<file path="src/rtl/lcd_bus_timing.sv">
// HD44780 8-bit write-only bus sequencer: setup, EN pulse, hold and execution wait per byte.
// Define LCD_INIT_SEQ_EN to run the power-up delay and the 7-byte init sequence after every reset.
module lcd_bus_timing #(
   parameter int T_POWERUP   = 750000,
   parameter int T_SETUP     = 2,
   parameter int T_EN        = 23,
   parameter int T_HOLD      = 2,
   parameter int T_EXEC      = 2000,
   parameter int T_EXEC_LONG = 82000
) (
   input  logic       Clock,
   input  logic       Reset,
   input  logic       wr_valid,
   output logic       wr_ready,
   input  logic       wr_rs,
   input  logic [7:0] wr_data,
   output logic       init_done,
   output logic       LCD_RS,
   output logic       LCD_RW,
   output logic       LCD_EN,
   output logic [7:0] LCD_DATA
);

   // A zero-length phase is stretched to one cycle so every state is visited.
   localparam int P_POWERUP   = (T_POWERUP   < 1) ? 1 : T_POWERUP;
   localparam int P_SETUP     = (T_SETUP     < 1) ? 1 : T_SETUP;
   localparam int P_EN        = (T_EN        < 1) ? 1 : T_EN;
   localparam int P_HOLD      = (T_HOLD      < 1) ? 1 : T_HOLD;
   localparam int P_EXEC      = (T_EXEC      < 1) ? 1 : T_EXEC;
   localparam int P_EXEC_LONG = (T_EXEC_LONG < 1) ? 1 : T_EXEC_LONG;

   localparam int MAX_A = (P_POWERUP > P_EXEC_LONG) ? P_POWERUP : P_EXEC_LONG;
   localparam int MAX_B = (P_EXEC > P_EN) ? P_EXEC : P_EN;
   localparam int MAX_C = (P_SETUP > P_HOLD) ? P_SETUP : P_HOLD;
   localparam int MAX_D = (MAX_B > MAX_C) ? MAX_B : MAX_C;
   localparam int MAX_T = (MAX_A > MAX_D) ? MAX_A : MAX_D;
   localparam int CNT_W = $clog2(MAX_T + 1);

   typedef enum logic [2:0] {
      POWERUP,
      INIT_ISSUE,
      IDLE,
      SETUP,
      PULSE,
      HOLD,
      EXEC
   } state_t;

`ifdef LCD_INIT_SEQ_EN
   localparam state_t RESET_STATE = POWERUP;
   localparam logic [2:0] ROM_LEN = 3'd7;

   function automatic logic [7:0] init_rom(input logic [2:0] idx);
      logic [7:0] val;
      case (idx)
         3'd0, 3'd1, 3'd2, 3'd3: val = 8'h38;
         3'd4:                   val = 8'h0C;
         3'd5:                   val = 8'h01;
         3'd6:                   val = 8'h06;
         default:                val = 8'h00;
      endcase
      return val;
   endfunction

   logic [2:0] rom_idx_reg;
`else
   localparam state_t RESET_STATE = IDLE;
`endif

   state_t           state_reg;
   logic [CNT_W-1:0] cnt_reg;
   logic             rs_reg;
   logic [7:0]       data_reg;
   logic             en_reg;
   logic             wr_ready_reg;
   logic             init_done_reg;
   logic             long_exec_reg;
   logic [CNT_W-1:0] exec_last;

   assign exec_last = long_exec_reg ? CNT_W'(P_EXEC_LONG - 1) : CNT_W'(P_EXEC - 1);

   always_ff @(posedge Clock) begin
      if (Reset) begin
         state_reg     <= RESET_STATE;
         cnt_reg       <= '0;
         rs_reg        <= 1'b0;
         data_reg      <= 8'h00;
         en_reg        <= 1'b0;
         wr_ready_reg  <= 1'b0;
         init_done_reg <= 1'b0;
         long_exec_reg <= 1'b0;
`ifdef LCD_INIT_SEQ_EN
         rom_idx_reg   <= 3'd0;
`endif
      end else begin
         case (state_reg)
`ifdef LCD_INIT_SEQ_EN
            POWERUP: begin
               if (cnt_reg == CNT_W'(P_POWERUP - 1)) begin
                  state_reg <= INIT_ISSUE;
                  cnt_reg   <= '0;
               end else begin
                  cnt_reg <= cnt_reg + CNT_W'(1);
               end
            end
            INIT_ISSUE: begin
               rs_reg      <= 1'b0;
               data_reg    <= init_rom(rom_idx_reg);
               rom_idx_reg <= rom_idx_reg + 3'd1;
               state_reg   <= SETUP;
               cnt_reg     <= '0;
            end
`endif
            IDLE: begin
               // Only reachable with init_done=0 when there is no init sequence.
               if (!init_done_reg) begin
                  init_done_reg <= 1'b1;
                  wr_ready_reg  <= 1'b1;
               end else if (wr_valid && wr_ready_reg) begin
                  rs_reg       <= wr_rs;
                  data_reg     <= wr_data;
                  wr_ready_reg <= 1'b0;
                  state_reg    <= SETUP;
                  cnt_reg      <= '0;
               end
            end
            SETUP: begin
               if (cnt_reg == CNT_W'(P_SETUP - 1)) begin
                  state_reg <= PULSE;
                  en_reg    <= 1'b1;
                  cnt_reg   <= '0;
               end else begin
                  cnt_reg <= cnt_reg + CNT_W'(1);
               end
            end
            PULSE: begin
               if (cnt_reg == CNT_W'(P_EN - 1)) begin
                  state_reg <= HOLD;
                  en_reg    <= 1'b0;
                  cnt_reg   <= '0;
               end else begin
                  cnt_reg <= cnt_reg + CNT_W'(1);
               end
            end
            HOLD: begin
               if (cnt_reg == CNT_W'(P_HOLD - 1)) begin
                  state_reg     <= EXEC;
                  cnt_reg       <= '0;
                  // Clear display and return home need the long execution wait.
                  long_exec_reg <= !rs_reg && (data_reg == 8'h01 || data_reg == 8'h02 ||
                                               data_reg == 8'h03);
               end else begin
                  cnt_reg <= cnt_reg + CNT_W'(1);
               end
            end
            EXEC: begin
               if (cnt_reg == exec_last) begin
                  cnt_reg <= '0;
`ifdef LCD_INIT_SEQ_EN
                  if (rom_idx_reg != ROM_LEN) begin
                     state_reg <= INIT_ISSUE;
                  end else begin
                     state_reg     <= IDLE;
                     init_done_reg <= 1'b1;
                     wr_ready_reg  <= 1'b1;
                  end
`else
                  state_reg    <= IDLE;
                  wr_ready_reg <= 1'b1;
`endif
               end else begin
                  cnt_reg <= cnt_reg + CNT_W'(1);
               end
            end
            default: begin
               state_reg <= RESET_STATE;
               cnt_reg   <= '0;
               en_reg    <= 1'b0;
            end
         endcase
      end
   end

   assign wr_ready  = wr_ready_reg;
   assign init_done = init_done_reg;
   assign LCD_RS    = rs_reg;
   assign LCD_RW    = 1'b0;
   assign LCD_EN    = en_reg;
   assign LCD_DATA  = data_reg;

endmodule

</file>
<file path="config.mk">
export PLATFORM = sky130hd
export DESIGN_NAME = lcd_bus_timing
export DESIGN_NICKNAME = d
export VERILOG_FILES = /design/src/rtl/lcd_bus_timing.sv
export SDC_FILE = /design/constraint.sdc
export NUM_CORES = 1
export LEC_CHECK = 0
export CORE_ASPECT_RATIO = 0.6
export CORE_MARGIN = 2
export CORE_UTILIZATION = 45
export DETAILED_ROUTE_END_ITERATION = 8
export PLACE_DENSITY_LB_ADDON = 0.1
export REMOVE_ABC_BUFFERS = 1
export SETUP_SLACK_MARGIN = 0.15
export SYNTH_ARGS = -nofsm -noshare
export SYNTH_HDL_FRONTEND = slang
export SYNTH_SLANG_ARGS = --single-unit
</file>
<file path="constraint.sdc">
create_clock -name Clock -period 2 [get_ports Clock]
set_input_delay 0.4 -clock Clock [delete_from_list [all_inputs] [get_ports Clock]]
set_output_delay 0.4 -clock Clock [all_outputs]
set_load 0.02 [all_outputs]
</file>
==> results.cfg, run 1 <==
[route]
drt-vias-per-instance = 5.59
detail-route-antenna-nets = 0
detail_route.wl_per_cell_um = 16.0
dr.pass1.iters = 5
drc = 0
postRouteWirelength_um = 5640
drt_iter0_drc = 154
detailroute.via_count = 1975

[grt]
grt_pass1_vias = 1646
grt_remaining_overflow = 0
grt_usage_pct = 21.6
grt_antenna_before_repair = 0
first_pass_grt_wire_length_um = 8630
grt_max_degree = 22

[timing]
hold_ws_ns = 0.504
fin_worst_skew_ns = 0.00491
fmaxAchievable_mhz = 533
rsz_0062_raised_after_global_routing = true
finalCriticalPeriod_ns = 1.88
postLayoutSetupSlackWorst_ns = 0.124
final-setup-viol-count = 0
hold_violation_total_from_the_final_report = 0
max_slew_violation_total_from_the_final_report = 0
final.period_utilization_pct = 93.8

[critical_path]
worstSetupEndpointType = flop
critical_path_start_end_classification = flop to flop
worst-endpoint-arrival_ns = 2.04
path_max_fanout = 8
reg2reg_depth = 7
critical_path_required_ns = 2.16
timing.critical_path.from_type = flop

[clocking]
clock-root-buffer = sky130_fd_sc_hd__clkbuf_8
ctsHtreeMaxLevel = 2
cts.sink_count = 36
cts_inserted_buffers = 5
tritoncts = done
clock_latency_ns = 0.28
clkTransAtPathRegs_ns = 0.07
cts-root-to-sink-buffers = 2

[yosys]
synth-seq-cells = 36
yosys_most_used_dff = sky130_fd_sc_hd__dfxtp_1
synth_top_cell_by_area = sky130_fd_sc_hd__dfxtp_1
number_of_different_library_cells_in_the_post_synthesis_netlist = 52
ys_top_cells_by_count = 36 x sky130_fd_sc_hd__dfxtp_1, 29 x sky130_fd_sc_hd__nor2_1, 22 x sky130_fd_sc_hd__nand2_1, 13 x sky130_fd_sc_hd__a21oi_1, 13 x sky130_fd_sc_hd__nand3_1
ys_async_sr_fraction_pct = 0
post_synth_inst_count = 247
post_synth_main_area_contributors = sky130_fd_sc_hd__dfxtp_1 36%, sky130_fd_sc_hd__mux2i_1 5.9%, sky130_fd_sc_hd__nor2_1 5.4%
register_area_share_after_synthesis_pct = 35.7
synth_most_common_cell = sky130_fd_sc_hd__dfxtp_1
yosys_warnings = 0
netlist_area_um2 = 2020
syn-mean-instance-area_um2 = 8.18
synth_edf_count = 0
yosysTopAreaCellShare_pct = 35.7

[run]
drv.max_cap_violation_count = 0

[place]
dpl.hpwl_um = 3990
placement.setup.worst_slack_ns = -0.0106
io_buffers = 23
post-place-cells = 341
gp_congestion = 0.822

[layout]
final.fill_count = 363
final_util_pct = 65.5
nets = 308
insertedDiodeCount = 0
largest_register_ff_count = 20
layout.cells.non_filler = 353
areaGrowthSynthToFinish_pct = 36.5
drive_gt1_share_pct = 29.4

[die]
placeableCoreArea_um2 = 4210
die_width_um = 90.5
start_util_pct = 48.0
die_h_um = 55.9
design.portCount = 25
floorplan.rows = 18
area_of_the_die_um2 = 5060

[pwr]
leakagePower_nw = 0.994
power_density_nw_per_um2 = 561
largest_voltage_drop_on_the_vdd_net_mv = 0.341

[min_path]
worst_hold_path.num_cells = 2
worst_hold_path_type = flop to flop

[status]
run_status = complete, no violations
## area by class of cell
type / count / area (um^2) / share of cell area, %
inverter: 9 / 33.8 / 1.23
sequential: 36 / 741 / 26.9
timing repair buffer: 53 / 495 / 18.0
clock inverter: 1 / 5.00 / 0.181
tap: 60 / 75.1 / 2.72
clock buffer: 6 / 72.6 / 2.63
multi-input combinational: 188 / 1340 / 48.4
## worst paths after layout
kind,from,end,slack [ns]
min,cnt_reg[3],cnt_reg[3],0.50
max reg2reg,cnt_reg[12],cnt_reg[10],0.12
min reg2reg,cnt_reg[3],cnt_reg[3],0.50
max,cnt_reg[12],cnt_reg[10],0.12
## per-layer routing
| layer | GRT usage, % | wire length [um] | share of wire [%] |
|---|---|---|---|
| met5 | 0 | 0 | 0 |
| met4 | 3.96 | 28 | 0.50 |
| met3 | 5.42 | 433 | 7.7 |
| met2 | 26.8 | 2220 | 39 |
| met1 | 36.0 | 2960 | 52 |
## power breakdown
group	switching (mW)	internal, mW	total, mW	leakage (nW)
combinational	0.162	0.143	0.305	0.656
sequential	0.0255	0.736	0.761	0.297
clock	0.243	0.237	0.480	0.0410
## metrics by stage
step                setup TNS (ns)  cell area [um^2]  total power, mW
floorplan                   -0.283              1930            0.895
global placement           -0.0154              2450             1.04
detailed placement         -0.0143              2450             1.04
CTS                              0              2570             1.53
global route                     0              2760             1.61
finish                           0              2760             1.55
## worst max-delay path, stage by stage, from the launching register on
cell and delay [ns]:
sky130_fd_sc_hd__dfxtp_2 0.36, sky130_fd_sc_hd__nor4_4 0.31, sky130_fd_sc_hd__and2_4 0.26, sky130_fd_sc_hd__nand4_4 0.13
sky130_fd_sc_hd__nor3b_4 0.21, sky130_fd_sc_hd__buf_6 0.15, sky130_fd_sc_hd__a211oi_1 0.25, sky130_fd_sc_hd__nor3_1 0.09
## placed cells by master (no fill, tap or decap), drive strengths merged, types with 4 or more instances in the layout
cell type / instances
a311oi: 4
nand4: 4
o21ai: 12
clkbuf: 6
nor4: 5
nor3: 14
a31oi: 4
and2: 6
mux2i: 12
and3: 7
inv: 9
a21oi: 14
clkdlybuf4s50: 23
dfxtp: 36
nand3: 13
or3: 5
o22ai: 7
buf: 30
nor2: 29
nand2: 22
## cell families after synthesis
| group | Yosys count | synth area share (%) |
|---|---|---|
| AND/OR/NAND/NOR | 115 | 30.8 |
| multiplexers | 12 | 5.94 |
| adder cells (fa/ha/maj) | 3 | 1.86 |
| AO/OA/AOI/OAI | 53 | 17.6 |
| XOR/XNOR | 4 | 1.73 |
| other | 1 | 0.186 |
| buffers and inverters | 23 | 6.19 |
| flip-flops | 36 | 35.7 |
## timing repair
action                                  in CTS  in global routing
pin swaps                                    3                 13
setup buffers                                0                  5
hold buffers                                 0                  0
gates resized for setup                     10                 38
endpoints found under the setup margin       7                 23
Power figures use the tool's default switching activity.
==> inputs of run 2 (changes only) <==
--- a/config.mk
+++ b/config.mk
@@ -9,6 +9,7 @@
 export CORE_MARGIN = 2
 export CORE_UTILIZATION = 45
 export DETAILED_ROUTE_END_ITERATION = 8
+export HOLD_SLACK_MARGIN = 0.15
 export PLACE_DENSITY_LB_ADDON = 0.1
 export REMOVE_ABC_BUFFERS = 1
 export SETUP_SLACK_MARGIN = 0.15
==> results of run 2 <==
Same layout as run 1: the final DEF is identical, and so are final timing and power.
